`src/rtl/alu_pkg.sv`:
```
// Shared types and sizing for the ALU op sequencer.
// Optional feature macro: ALU_SEQ_IMM_EN (immediate B operand).
package alu_pkg;

  localparam int DATA_W = 4;
  localparam int NREG   = 4;
  localparam int RW     = $clog2(NREG);

  typedef enum logic [1:0] {
    OP_ADD = 2'b00,
    OP_SUB = 2'b01,
    OP_SHR = 2'b10,
    OP_SHL = 2'b11
  } alu_op_t;

  typedef enum logic [1:0] {
    S_IDLE = 2'b00,
    S_EXEC = 2'b01,
    S_DONE = 2'b10
  } seq_state_t;

  typedef struct packed {
    alu_op_t           op;
    logic [RW-1:0]     rd;
    logic [RW-1:0]     ra;
    logic [RW-1:0]     rb;
    logic [DATA_W-1:0] imm;
    logic              use_imm;
  } cmd_t;

endpackage

```
`src/rtl/alu_seq_regfile.sv`:
```
// Register file for the ALU op sequencer: NREG x DATA_W, one synchronous
// write port, two asynchronous command read ports, one asynchronous debug
// read port, synchronous clear.
module alu_seq_regfile
  import alu_pkg::*;
(
  input  logic              clk,
  input  logic              rst,
  input  logic              we,
  input  logic [RW-1:0]     waddr,
  input  logic [DATA_W-1:0] wdata,
  input  logic [RW-1:0]     raddr_a,
  output logic [DATA_W-1:0] rdata_a,
  input  logic [RW-1:0]     raddr_b,
  output logic [DATA_W-1:0] rdata_b,
  input  logic [RW-1:0]     dbg_addr,
  output logic [DATA_W-1:0] dbg_data
);

  logic [DATA_W-1:0] mem [NREG];

  // Storage: clear everything on reset, otherwise write one entry when enabled.
  always_ff @(posedge clk) begin
    if (rst) begin
      // NOTE: the register file is architecturally visible and must read 0
      // after reset, so every entry is cleared here (this keeps it in
      // flops rather than a RAM macro, which is fine at this size).
      for (int i = 0; i < NREG; i++) begin
        mem[i] <= '0;
      end
    end else if (we) begin
      mem[waddr] <= wdata;
    end
  end

  // Reads are combinational, so a write becomes visible the cycle after its edge.
  assign rdata_a  = mem[raddr_a];
  assign rdata_b  = mem[raddr_b];
  assign dbg_data = mem[dbg_addr];

endmodule

```
`src/rtl/alu_op_sequencer.sv`:
```
// ALU op sequencer: accepts register-to-register commands on a valid/ready
// port, drives an external combinational ALU for one cycle, then writes the
// result and flag back. One command every three cycles.
// Optional feature macro: ALU_SEQ_IMM_EN -- when defined, cmd_use_imm selects
// cmd_imm as operand B; when undefined both immediate ports are ignored.
module alu_op_sequencer
  import alu_pkg::*;
(
  input  logic              clk,
  input  logic              rst,
  input  logic              cmd_valid,
  output logic              cmd_ready,
  input  logic [1:0]        cmd_op,
  input  logic [RW-1:0]     cmd_rd,
  input  logic [RW-1:0]     cmd_ra,
  input  logic [RW-1:0]     cmd_rb,
  input  logic [DATA_W-1:0] cmd_imm,
  input  logic              cmd_use_imm,
  output logic [DATA_W-1:0] alu_a,
  output logic [DATA_W-1:0] alu_b,
  output logic [1:0]        alu_sel,
  input  logic [DATA_W-1:0] alu_res,
  input  logic              alu_flag,
  output logic              done,
  output logic              flag,
  output logic              busy,
  input  logic [RW-1:0]     dbg_addr,
  output logic [DATA_W-1:0] dbg_data
);

  seq_state_t        state, state_nxt;
  cmd_t              cmd_in;
  logic              accept;
  logic              wr_en;
  logic [RW-1:0]     rd_q;
  logic [DATA_W-1:0] rdata_a, rdata_b, b_sel;

  assign cmd_in = '{op:      alu_op_t'(cmd_op),
                    rd:      cmd_rd,
                    ra:      cmd_ra,
                    rb:      cmd_rb,
                    imm:     cmd_imm,
                    use_imm: cmd_use_imm};

  assign accept = cmd_valid && cmd_ready;

  alu_seq_regfile u_regfile (
    .clk      (clk),
    .rst      (rst),
    .we       (wr_en),
    .waddr    (rd_q),
    .wdata    (alu_res),
    .raddr_a  (cmd_in.ra),
    .rdata_a  (rdata_a),
    .raddr_b  (cmd_in.rb),
    .rdata_b  (rdata_b),
    .dbg_addr (dbg_addr),
    .dbg_data (dbg_data)
  );

`ifdef ALU_SEQ_IMM_EN
  assign b_sel = cmd_in.use_imm ? cmd_in.imm : rdata_b;
`else
  logic unused_imm;
  assign b_sel      = rdata_b;
  assign unused_imm = ^{cmd_in.imm, cmd_in.use_imm};
`endif

  // State register.
  always_ff @(posedge clk) begin
    // NOTE: sequential state is always updated with non-blocking assignments
    // so every flop samples pre-edge values regardless of block ordering.
    if (rst) state <= S_IDLE;
    else     state <= state_nxt;
  end

  // Next-state and control decode.
  always_comb begin
    // NOTE: every output of this block gets a default first; a path that
    // leaves one unassigned would infer a latch.
    state_nxt = state;
    cmd_ready = 1'b0;
    busy      = 1'b1;
    done      = 1'b0;
    wr_en     = 1'b0;
    unique case (state)
      S_IDLE: begin
        cmd_ready = 1'b1;
        busy      = 1'b0;
        if (cmd_valid) state_nxt = S_EXEC;
      end
      S_EXEC: begin
        wr_en     = 1'b1;
        state_nxt = S_DONE;
      end
      S_DONE: begin
        done      = 1'b1;
        state_nxt = S_IDLE;
      end
      default: state_nxt = S_IDLE;
    endcase
  end

  // Operand capture at the handshake edge and flag capture at writeback.
  // Sampling operands at the handshake means rd==ra/rb naturally reads the
  // old value, since the write only lands at the end of EXEC.
  always_ff @(posedge clk) begin
    if (rst) begin
      alu_a   <= '0;
      alu_b   <= '0;
      alu_sel <= '0;
      rd_q    <= '0;
      flag    <= 1'b0;
    end else begin
      if (accept) begin
        alu_a   <= rdata_a;
        alu_b   <= b_sel;
        alu_sel <= cmd_in.op;
        rd_q    <= cmd_in.rd;
      end
      if (wr_en) flag <= alu_flag;
    end
  end

endmodule

```
`config.mk`:
```
export PLATFORM = sky130hd
export DESIGN_NAME = alu_op_sequencer
export DESIGN_NICKNAME = d
export VERILOG_FILES = /design/src/rtl/alu_pkg.sv /design/src/rtl/alu_seq_regfile.sv /design/src/rtl/alu_op_sequencer.sv
export SDC_FILE = /design/constraint.sdc
export NUM_CORES = 1
export LEC_CHECK = 0
export BUFFER_PORTS_ARGS = -buffer_cell sky130_fd_sc_hd__buf_2
export CAP_MARGIN = 30
export CORE_MARGIN = 2
export CORE_UTILIZATION = 46
export DETAILED_ROUTE_END_ITERATION = 7
export PLACE_DENSITY_LB_ADDON = 0.15
export SETUP_SLACK_MARGIN = 0.05
export SLEW_MARGIN = 20
export SYNTH_ARGS = -nofsm -noshare
export SYNTH_HDL_FRONTEND = slang
export SYNTH_SLANG_ARGS = --single-unit
```
`constraint.sdc`:
```
create_clock -name clk -period 1.6 [get_ports clk]
set_clock_uncertainty 0.1 [all_clocks]
set_input_delay 0.32 -clock clk [delete_from_list [all_inputs] [get_ports clk]]
set_output_delay 0.32 -clock clk [all_outputs]
set_load 0.02 [all_outputs]
```
**Yosys cells after proc, flatten, opt, wreduce, memory -nomap -nowiden**

Memories as Yosys holds them, arrays and structs flattened. A register that Yosys moved wholly into a read port is not among the register bits.
Cells that the tools add are included.

- Bits in registers: 7
- Latch bits: 0
- RAM bits: 16
- Bits in read-only memories: 0
- Word-level logic and storage cells: 25
- Memories kept: 1

- Add/subtract/negate cells: 0
- Multipliers: 0
- Divide/modulo/power cells: 0
- Magnitude comparators: 0
- Equality and inequality tests: 3
- Shift operators: 0
- Mux-type cells: 14
- Bitwise logic cells: 0
- Reduce and logical (&&, ||, !) cells: 3

Memories:

| name | words | width | rd ports | clocked after Yosys merged registers in | wr ports | RTL line | source |
|---|---|---|---|---|---|---|---|
| u_regfile.mem | 4 | 4 | 3 | 2 | 4 | alu_seq_regfile.sv:20 | `logic [DATA_W-1:0] mem [NREG];` |

Operator list:

| kind | number |
|---|---|
| two-way mux 1 bit | 10 |
| two-way mux 2 bit | 2 |
| two-way mux 4 bit | 1 |
| case mux 2 bit (2 select lines) | 1 |
| OR reduction 4 bit | 1 |
| equality test 2 x 1 -> 1 bit (second input constant) | 1 |
| equality test 2 bit (second input constant) | 1 |
| zero test 2 bit | 1 |
| inequality test 2 bit (second input constant) | 1 |
| logical AND 1 bit | 1 |

**Depth between registers and ports, before layout**

Gate-level depths: netlist (run 1).

- Depth in word-level cells: 7
- Depth in mapped cells: 4
- Depth with buffers taken out: 3

**By module**

A second synthesis (run 1) with hierarchy kept.

- Cells, all modules: 105
- Area total of the unflattened synthesis: 1,535.2 µm²

Modules (own cells, without submodules):

| module | times used | cells an instance | area an instance (µm²) |
|---|---|---|---|
| alu_seq_regfile | 1 | 54 | 984.7 |
| alu_op_sequencer | 1 | 51 | 550.5 |

**Least setup slack after synthesis (run 1)**

Ideal clock, no wire load.

- Kind: input to register
- Start: in rst
- End: mem u_regfile.mem[1][0] (enable)
- Arrival: 1,263 ps
- Setup slack: -60 ps
- Cell stages on the path: 4
- Buffers on the path: 1
- Path through: buf_2 or3b_4 nor3b_2 or2_2

RTL lines:

| element | RTL line | source |
|---|---|---|
| from (decl) | alu_op_sequencer.sv:10 | `input logic rst,` |
| to (decl) | alu_seq_regfile.sv:20 |  |

==> impl_metrics.env, run 1 <==
export IMPL_power_leakage_nw=0.818
export IMPL_reg2reg_from="state[1]"
export IMPL_netlist_instances=118
export IMPL_drt_total_wl_um=3230
export IMPL_fp_dieW_um=60.4
export IMPL_netlist_area_um2=1460
export IMPL_crit_start="u_regfile.mem[2][1]"
export IMPL_total_power_mw=1.64
export IMPL_place_area_um2=1740
export IMPL_yosys_warnings=0
export IMPL_cp_arrival_ps=1410
export IMPL_num_rows=20
export IMPL_maxSlewViolCount=0
export IMPL_io_buffers=35
export IMPL_cts_clk_slew_worst_paths_ps=90
export IMPL_utilization=0.638
export IMPL_ant_nets=0
export IMPL_numCtsBuffers=5
export IMPL_cp_max_fo=3
export IMPL_reg2reg_slack_ps=60
export IMPL_fin_crit_sh=1.14
export IMPL_clkLatencyLatePin_ps=320
export IMPL_start_util=0.483
export IMPL_final_instance_count_excl_fill=218
export IMPL_hold_depth=3
export IMPL_cts_buffer_depth=2
export IMPL_stdcell_area_um2=1930
export IMPL_vias=1131
export IMPL_maxCapViolCount=0
export IMPL_synth_nets=141
export IMPL_ios=41
export IMPL_rsz0062_at_grt="yes"
export IMPL_worstHoldStart="cmd_rd[1]"
export IMPL_dieArea_um2=3640
export IMPL_grt_max_degree=19
export IMPL_first_global_vias=1087
export IMPL_setup_viol=4
export IMPL_diodes=0
export IMPL_tightest_slew_ps=298
export IMPL_powerDensity_nw_per_um2=847
export IMPL_reg2reg_depth=3
export IMPL_via_per_inst=5.19
export IMPL_period_needed_ps=1830
export IMPL_antenna_found_initial=0
export IMPL_layout_setup_ws_ps=-228
export IMPL_critical_path_required_ps=1180
export IMPL_nets=196
export IMPL_area_delta_synth_final_pct=32.2
export IMPL_core_area_um2=3030
export IMPL_crit_type="reg -> out"
export IMPL_violations="setup timing"
export IMPL_die_h_um=60.4
export IMPL_holdPathEnd="rd_q[1]"
export IMPL_avgSynthCellArea_um2=12.4
export IMPL_layout_drive_gt1_share=0.483
export IMPL_first_pass_iters=4
export IMPL_ys_seq_area_frac=0.534
export IMPL_hpwl_um=2420
export IMPL_cts_max_level=2
export IMPL_place_gp_congestion=0.839
export IMPL_synth_seq_cells=31
export IMPL_status="finished, violations left"
export IMPL_startpoint_type="flop"
export IMPL_cts_root_buf="clkbuf_4"
export IMPL_wl_per_cell_um=14.8
export IMPL_filler_cell_count=257
export IMPL_cts_sinks=31
export IMPL_ir_drop_v=0.000477
export IMPL_hold_viol=0
export IMPL_cp_end_kind="output port"
export IMPL_grt_pass1_wl_um=4970
export IMPL_grt_ovfl_total=0
export IMPL_synth_cell_types=20
export IMPL_min_path_type="in -> reg"
export IMPL_slew_limit_headroom=0.801
export IMPL_place_inst=200
export IMPL_rr_endpoint="u_regfile.mem[1][0]"
export IMPL_cts_hold_buf=0
export IMPL_dr_first_iter_drc_count=34
export IMPL_track_usage=0.201
export IMPL_fmax_mhz=547
export IMPL_cts_tree="built"
export IMPL_route_detailed_drc=0
## placed cells by master, fill, tap and decap left out, types with 5 or more instances in the layout
master / instances
buf_6: 6
edfxtp_1: 16
clkbuf_4: 5
a21oi_1: 12
mux4_2: 12
nand2_1: 24
buf_2: 29
buf_4: 17
dfxtp_1: 13
and2_1: 15
## worst max-delay path: stages (launching register included)
cell      delay (ps)
edfxtp_1         440
mux4_2           490
buf_6            150
## state kept, by name, summed over array words and instances (netlist names)
register	count
u_regfile.mem	16
alu_a	4
alu_b	4
alu_sel	2
rd_q	2
state	2
flag	1
## synthesized netlist by cell type, drive strengths merged
library cell,number,share of area
mux2i,1,0.0068
or2b,1,0.0051
nor3b,3,0.027
mux4,12,0.18
nor2,4,0.010
or2,3,0.013
dfxtp,15,0.21
clkbuf,1,0.0026
and2,16,0.068
nand2,24,0.062
nor3,1,0.0068
buf,3,0.010
edfxtp,16,0.33
inv,3,0.0077
a21oi,12,0.041
a41o,1,0.0068
or3b,2,0.014
## cells by family after synthesis
| kind of cell | after synthesis | synth area share |
|---|---|---|
| flops | 31 | 0.534 |
| buf+inv | 7 | 0.0205 |
| mux | 13 | 0.192 |
| simple gates | 54 | 0.205 |
| compound gates | 13 | 0.0479 |
## per-stage QoR
step	hold slack (ps)	worst slack [ps]	setup TNS (ps)
2_1_floorplan	356	-7.23	-57.8
3_5_place_dp	346	-46.7	-322
5_1_grt	114	-297	-1110
6_report	130	-228	-860
3_3_place_gp	340	-20.8	-137
4_1_cts	115	-236	-892
## power breakdown
group	switching (mW)	leakage [nW]	internal [mW]
sequential	0.0294	0.289	0.877
clock	0.252	0.0265	0.175
combinational	0.152	0.503	0.152
total	0.433	0.818	1.20
## timing repair
item / 4_1_cts / 5_1_grt
setup buffers: 8 / 2
pin swaps: 0 / 2
cloned: 0 / 0
resized for setup: 6 / 17
endpoints found under the setup margin: 4 / 30
## worst max path at each step
stage                           to  cells after the start
2_1_floorplan  u_regfile.mem[1][0]                      4
3_3_place_gp   u_regfile.mem[1][1]                      4
3_5_place_dp   u_regfile.mem[0][3]                      4
4_1_cts                dbg_data[1]                      2
5_1_grt                dbg_data[1]                      2
6_report               dbg_data[1]                      2
## layout make-up
type,count,area (um2),area share
multi-input cells,80,693,0.359
clock buffers,8,48.8,0.0253
flip-flops and latches,31,783,0.405
repair buffers,52,340,0.176
well taps,44,55.1,0.0285
inverters,3,11.3,0.00583
## per-layer routing
layer | wire (um) | share of wire | vias to the layer above | GRT usage
met1 | 1320 | 0.41 | 552 | 0.239
met2 | 1690 | 0.52 | 39 | 0.329
met4 | 34 | 0.011 | 0 | 0.0921
met3 | 194 | 0.060 | 4 | 0.0704
met5 | 0 | 0 | - | 0
li1 | - | - | 536 | -
Power figures use the tool's default switching activity.
==> run 2: changes to the inputs <==
--- a/config.mk
+++ b/config.mk
@@ -10,6 +10,7 @@
 export CORE_MARGIN = 2
 export CORE_UTILIZATION = 46
 export DETAILED_ROUTE_END_ITERATION = 7
+export MAX_ROUTING_LAYER = met4
 export PLACE_DENSITY_LB_ADDON = 0.15
 export SETUP_SLACK_MARGIN = 0.05
 export SLEW_MARGIN = 20
==> run 2 against run 1 <==
The run still ends with setup timing left. Hold slack improved by 1.9 ps. Sequential power about the same. Count of clock-buffer cells in the layout unchanged. Utilization decreased by 0.62 points. Critical path type unchanged. Critical endpoint unchanged. Largest power group unchanged. Highest routed layer unchanged.
==> impl_metrics.env, run 2 (synthesis gave the netlist of run 1 again) <==
export IMPL_track_usage=0.207
export IMPL_startpoint_type="flop"
export IMPL_setup_tns_ps=-850
export IMPL_hold_viol=0
export IMPL_holdWs_ps=132
export IMPL_rsz0062_at_grt="yes"
export IMPL_grt_max_degree=19
export IMPL_dieArea_um2=3640
export IMPL_wl_met3_um=222
export IMPL_cts_tree="built"
export IMPL_fp_dieW_um=60.4
export IMPL_cts_buffer_depth=2
export IMPL_fin_crit_sh=1.14
export IMPL_wl_met1_um=1250
export IMPL_power_leakage_nw=0.813
export IMPL_dr_first_iter_drc_count=42
export IMPL_status="finished, violations left"
export IMPL_fmax_mhz=547
export IMPL_diodes=0
export IMPL_ir_drop_v=0.000478
export IMPL_slowest_delay_ps=490
export IMPL_ios=41
export IMPL_first_global_vias=1086
export IMPL_largest_reg_flops=16
export IMPL_wl_per_cell_um=14.6
export IMPL_clkLatencyLatePin_ps=320
export IMPL_via_per_inst=5.16
export IMPL_antenna_found_initial=0
export IMPL_wl_met2_um=1670
export IMPL_crit_chain="mux4_2 -> buf_6"
export IMPL_cts_max_level=2
export IMPL_maxCapViolCount=0
export IMPL_slew_limit_headroom=0.801
export IMPL_hpwl_um=2420
export IMPL_io_buffers=35
export IMPL_layout_common_cells="buf_2, nand2_1, buf_4"
export IMPL_vias=1124
export IMPL_layout_commonest_cell="buf_2"
export IMPL_cp_end_kind="output port"
export IMPL_cts_root_buf="clkbuf_4"
export IMPL_regMostFlops="u_regfile.mem"
export IMPL_top_regs="u_regfile.mem x16, alu_a x4, alu_b x4"
export IMPL_powerDensity_nw_per_um2=850
export IMPL_maxSlewViolCount=0
export IMPL_route_detailed_drc=0
export IMPL_violations="setup timing"
export IMPL_die_h_um=60.4
export IMPL_area_delta_synth_final_pct=30.9
export IMPL_setup_viol=4
export IMPL_ant_nets=0
export IMPL_grt_pass1_wl_um=4950
export IMPL_min_path_type="in -> reg"
export IMPL_first_pass_iters=4
export IMPL_num_rows=20
export IMPL_core_area_um2=3030
export IMPL_drt_total_wl_um=3170
export IMPL_crit_type="reg -> out"
export IMPL_cp_max_fo=3
export IMPL_place_gp_congestion=0.852
export IMPL_nets=196
export IMPL_critical_path_required_ps=1180
export IMPL_cts_clk_slew_worst_paths_ps=90
export IMPL_period_needed_ps=1830
export IMPL_numCtsBuffers=5
export IMPL_top_layer="met4"
export IMPL_cts_sinks=31
export IMPL_tightest_slew_ps=299
export IMPL_layout_drive_gt1_share=0.477
export IMPL_start_util=0.483
export IMPL_layout_setup_ws_ps=-229
export IMPL_slowest_stage="mux4_2"
export IMPL_grt_ovfl_total=0
export IMPL_cp_arrival_ps=1410
run 2: cell counts in the layout (fill, tap and decap cells not counted):
Identical to the previous run, type by type.
run 2: repair_timing:
action / CTS / global route
hold buffers: 0 / 0
pin swaps: 0 / 3
endpoints found under the hold margin: 0 / 0
gates resized for setup: 6 / 12
setup endpoints to repair: 4 / 30
buffers inserted: 8 / 2
run 2: worst paths after layout:
path / from / endpoint / slack [ps] / depth (start not counted)
min reg2reg: alu_b[3] / alu_b[3] / 360 / 2
max reg2reg: state[0] / u_regfile.mem[1][0] / 80 / 3
min: cmd_op[0] / alu_sel[0] / 130 / 3
max: u_regfile.mem[2][1] / dbg_data[1] / -230 / 2
run 2: area by class of cell:
type                    instances  area (um2)
fillers                       259        1110
repair buffers                 52         334
well taps                      44        55.1
clock buffers                   8        48.8
flip-flops and latches         31         783
multi-input cells              80         681
inverters                       3        11.3
run 2: critical path, delay by kind of cell, from the launching register on:
kind                   cells  cell delay, ps
buffers and inverters      1             150
DFF                        1             440
muxes                      1             490
run 2: per-layer routing:
layer	global-route usage	vias to the layer above
met3	0.0704	4
met1	0.237	548
met4	0.0921	0
met2	0.329	39
li1	-	533
met5	-	-
run 2: where the power goes:
part	total (mW)	switching (mW)	leakage, nW	internal, mW
sequential	0.907	0.0294	0.289	0.877
clock	0.424	0.249	0.0265	0.175
combinational	0.296	0.148	0.498	0.149
run 2: through the flow:
stage	utilization	instances	total power [mW]	setup slack [ps]	area, um2
floorplan	-	118	1.08	-7.23	1480
global placement	0.574	200	1.18	-20.8	1740
detailed placement	0.574	200	1.19	-46.7	1740
CTS	0.616	216	1.63	-236	1860
global route	0.632	218	1.72	-297	1910
finish	0.632	218	1.63	-229	1910
==> run 3: changes to the inputs <==
--- a/config.mk
+++ b/config.mk
@@ -8,7 +8,8 @@
 export BUFFER_PORTS_ARGS = -buffer_cell sky130_fd_sc_hd__buf_2
 export CAP_MARGIN = 30
 export CORE_MARGIN = 2
-export CORE_UTILIZATION = 46
+export CORE_UTILIZATION = 48
+export CTS_BUF_LIST = sky130_fd_sc_hd__clkbuf_8
 export DETAILED_ROUTE_END_ITERATION = 7
 export MAX_ROUTING_LAYER = met4
 export PLACE_DENSITY_LB_ADDON = 0.15
==> run 3 against run 2 <==
The flow still finishes with violations (setup timing). Fmax rose by 4.1%. First-iteration DRC count shrank 36%. Register-to-register slack barely moved. Wire length down 20%. Final cell count fell by 6.4%. Power grew 8.5%. Critical path type unchanged.
==> impl_metrics.env, run 3 (synthesis gave the netlist of run 1 again) <==
export IMPL_status="finished, violations left"
export IMPL_violations="setup timing"
export IMPL_numCtsBuffers=5
export IMPL_track_usage=0.166
export IMPL_rr_endpoint="u_regfile.mem[1][0]"
export IMPL_clkLatencyLatePin_ps=270
export IMPL_slew_limit_headroom=0.806
export IMPL_diodes=0
export IMPL_io_buffers=35
export IMPL_grt_ovfl_total=0
export IMPL_layout_commonest_cell="buf_2"
export IMPL_layout_setup_ws_ps=-156
export IMPL_dieArea_um2=3500
export IMPL_nets=193
export IMPL_critical_path_required_ps=1180
export IMPL_drt_total_wl_um=2530
export IMPL_grt_max_degree=19
export IMPL_regMostFlops="u_regfile.mem"
export IMPL_period_needed_ps=1760
export IMPL_rsz0062_at_grt="yes"
export IMPL_fin_crit_sh=1.10
export IMPL_fmax_mhz=569
export IMPL_cts_buffer_depth=2
export IMPL_layout_drive_gt1_share=0.456
export IMPL_power_leakage_nw=0.809
export IMPL_first_global_vias=962
export IMPL_startpoint_type="flop"
export IMPL_setup_tns_ps=-553
export IMPL_critPathBufInv=1
export IMPL_wl_per_cell_um=12.4
export IMPL_fp_dieW_um=59.2
export IMPL_core_area_um2=2980
export IMPL_place_gp_congestion=0.809
export IMPL_maxCapViolCount=0
export IMPL_hold_viol=0
export IMPL_worstHoldStart="cmd_op[1]"
export IMPL_ant_nets=0
export IMPL_cts_max_level=2
export IMPL_tightest_slew_ps=290
export IMPL_cts_sinks=31
export IMPL_ios=41
export IMPL_hpwl_um=1980
export IMPL_reg2reg_depth=3
export IMPL_maxSlewViolCount=0
export IMPL_cp_arrival_ps=1340
export IMPL_route_detailed_drc=0
export IMPL_ir_drop_v=0.000534
export IMPL_via_per_inst=5.05
export IMPL_cp_end_kind="output port"
export IMPL_crit_type="reg -> out"
export IMPL_holdWs_ps=179
export IMPL_min_path_type="in -> reg"
export IMPL_area_delta_synth_final_pct=29.4
export IMPL_setup_viol=4
export IMPL_holdPathEnd="alu_sel[1]"
export IMPL_cts_root_buf="clkbuf_8"
export IMPL_powerDensity_nw_per_um2=933
export IMPL_num_rows=20
export IMPL_layout_common_cells="buf_2, nand2_1, and2_1, edfxtp_1"
export IMPL_top_regs="u_regfile.mem x16, alu_a x4, alu_b x4"
export IMPL_dr_first_iter_drc_count=27
export IMPL_cts_clk_slew_worst_paths_ps=60
export IMPL_hold_depth=3
export IMPL_vias=1031
export IMPL_reg2reg_slack_ps=70
export IMPL_largest_reg_flops=16
export IMPL_cp_max_fo=3
export IMPL_slowest_delay_ps=490
export IMPL_reg2reg_from="state[0]"
export IMPL_cts_tree="built"
export IMPL_grt_pass1_wl_um=4010
export IMPL_place_ws_ps=-20.0
export IMPL_critical_path_top_delay_family="multiplexers"
export IMPL_slowest_stage="mux4_2"
export IMPL_crit_chain="mux4_2 -> buf_6"
export IMPL_antenna_found_initial=0
export IMPL_die_h_um=59.2
export IMPL_first_pass_iters=4
export IMPL_start_util=0.491
-- run 3: worst max-delay path by stage --
stage,cells after the start,slack [ps],startpoint,to
after floorplan,4,-7,rst,u_regfile.mem[1][0]
final,2,-160,u_regfile.mem[2][2],dbg_data[2]
after global placement,4,-6,rst,u_regfile.mem[2][3]
after detailed placement,4,-20,rst,u_regfile.mem[1][3]
after global routing,2,-190,u_regfile.mem[2][3],dbg_data[3]
after CTS,2,-170,u_regfile.mem[2][1],dbg_data[1]
-- run 3: layout make-up --
class                           instances  area, um2
Inverter                                3       11.3
Timing Repair Buffer                   49        305
Clock buffer                            5       68.8
Multi-Input combinational cell         80        662
Fill cell                             252       1090
Clock inverter                          3       20.0
Sequential cell                        31        782
Tap cell                               33       41.3
-- run 3: worst min-delay path, delay by kind of cell --
family | cells | cell delay [ps]
and+or+nand+nor | 1 | 40
buffers and inverters | 1 | 100
AOI/OAI and AO/OA | 1 | 50
-- run 3: layer usage --
metal	global-route usage	vias to the layer above	part of all wire
met4	0.0942	0	0.018
met2	0.278	29	0.52
met3	0.0480	5	0.053
met1	0.173	472	0.41
li1	-	525	-
met5	-	-	0
-- run 3: where the power goes --
part | internal, mW | switching [mW]
clock network | 0.302 | 0.281
logic | 0.140 | 0.136
registers | 0.878 | 0.0267
total | 1.32 | 0.444
-- run 3: stage by stage --
| stage | power [mW] | util | area [um2] | cells |
|---|---|---|---|---|
| after global routing | 1.84 | 0.635 | 1890 | 204 |
| after global placement | 1.17 | 0.579 | 1720 | 189 |
| after floorplan | 1.08 | - | 1480 | 118 |
| after CTS | 1.78 | 0.624 | 1860 | 200 |
| final | 1.76 | 0.635 | 1890 | 204 |
| after detailed placement | 1.18 | 0.579 | 1720 | 189 |
-- run 3: what timing repair did --
action | in CTS | in global routing
hold buffers | 0 | 0
setup endpoints to repair | 4 | 14
resized for setup | 8 | 1
pin swaps | 0 | 3
gates cloned | 0 | 0
buffers inserted | 3 | 4
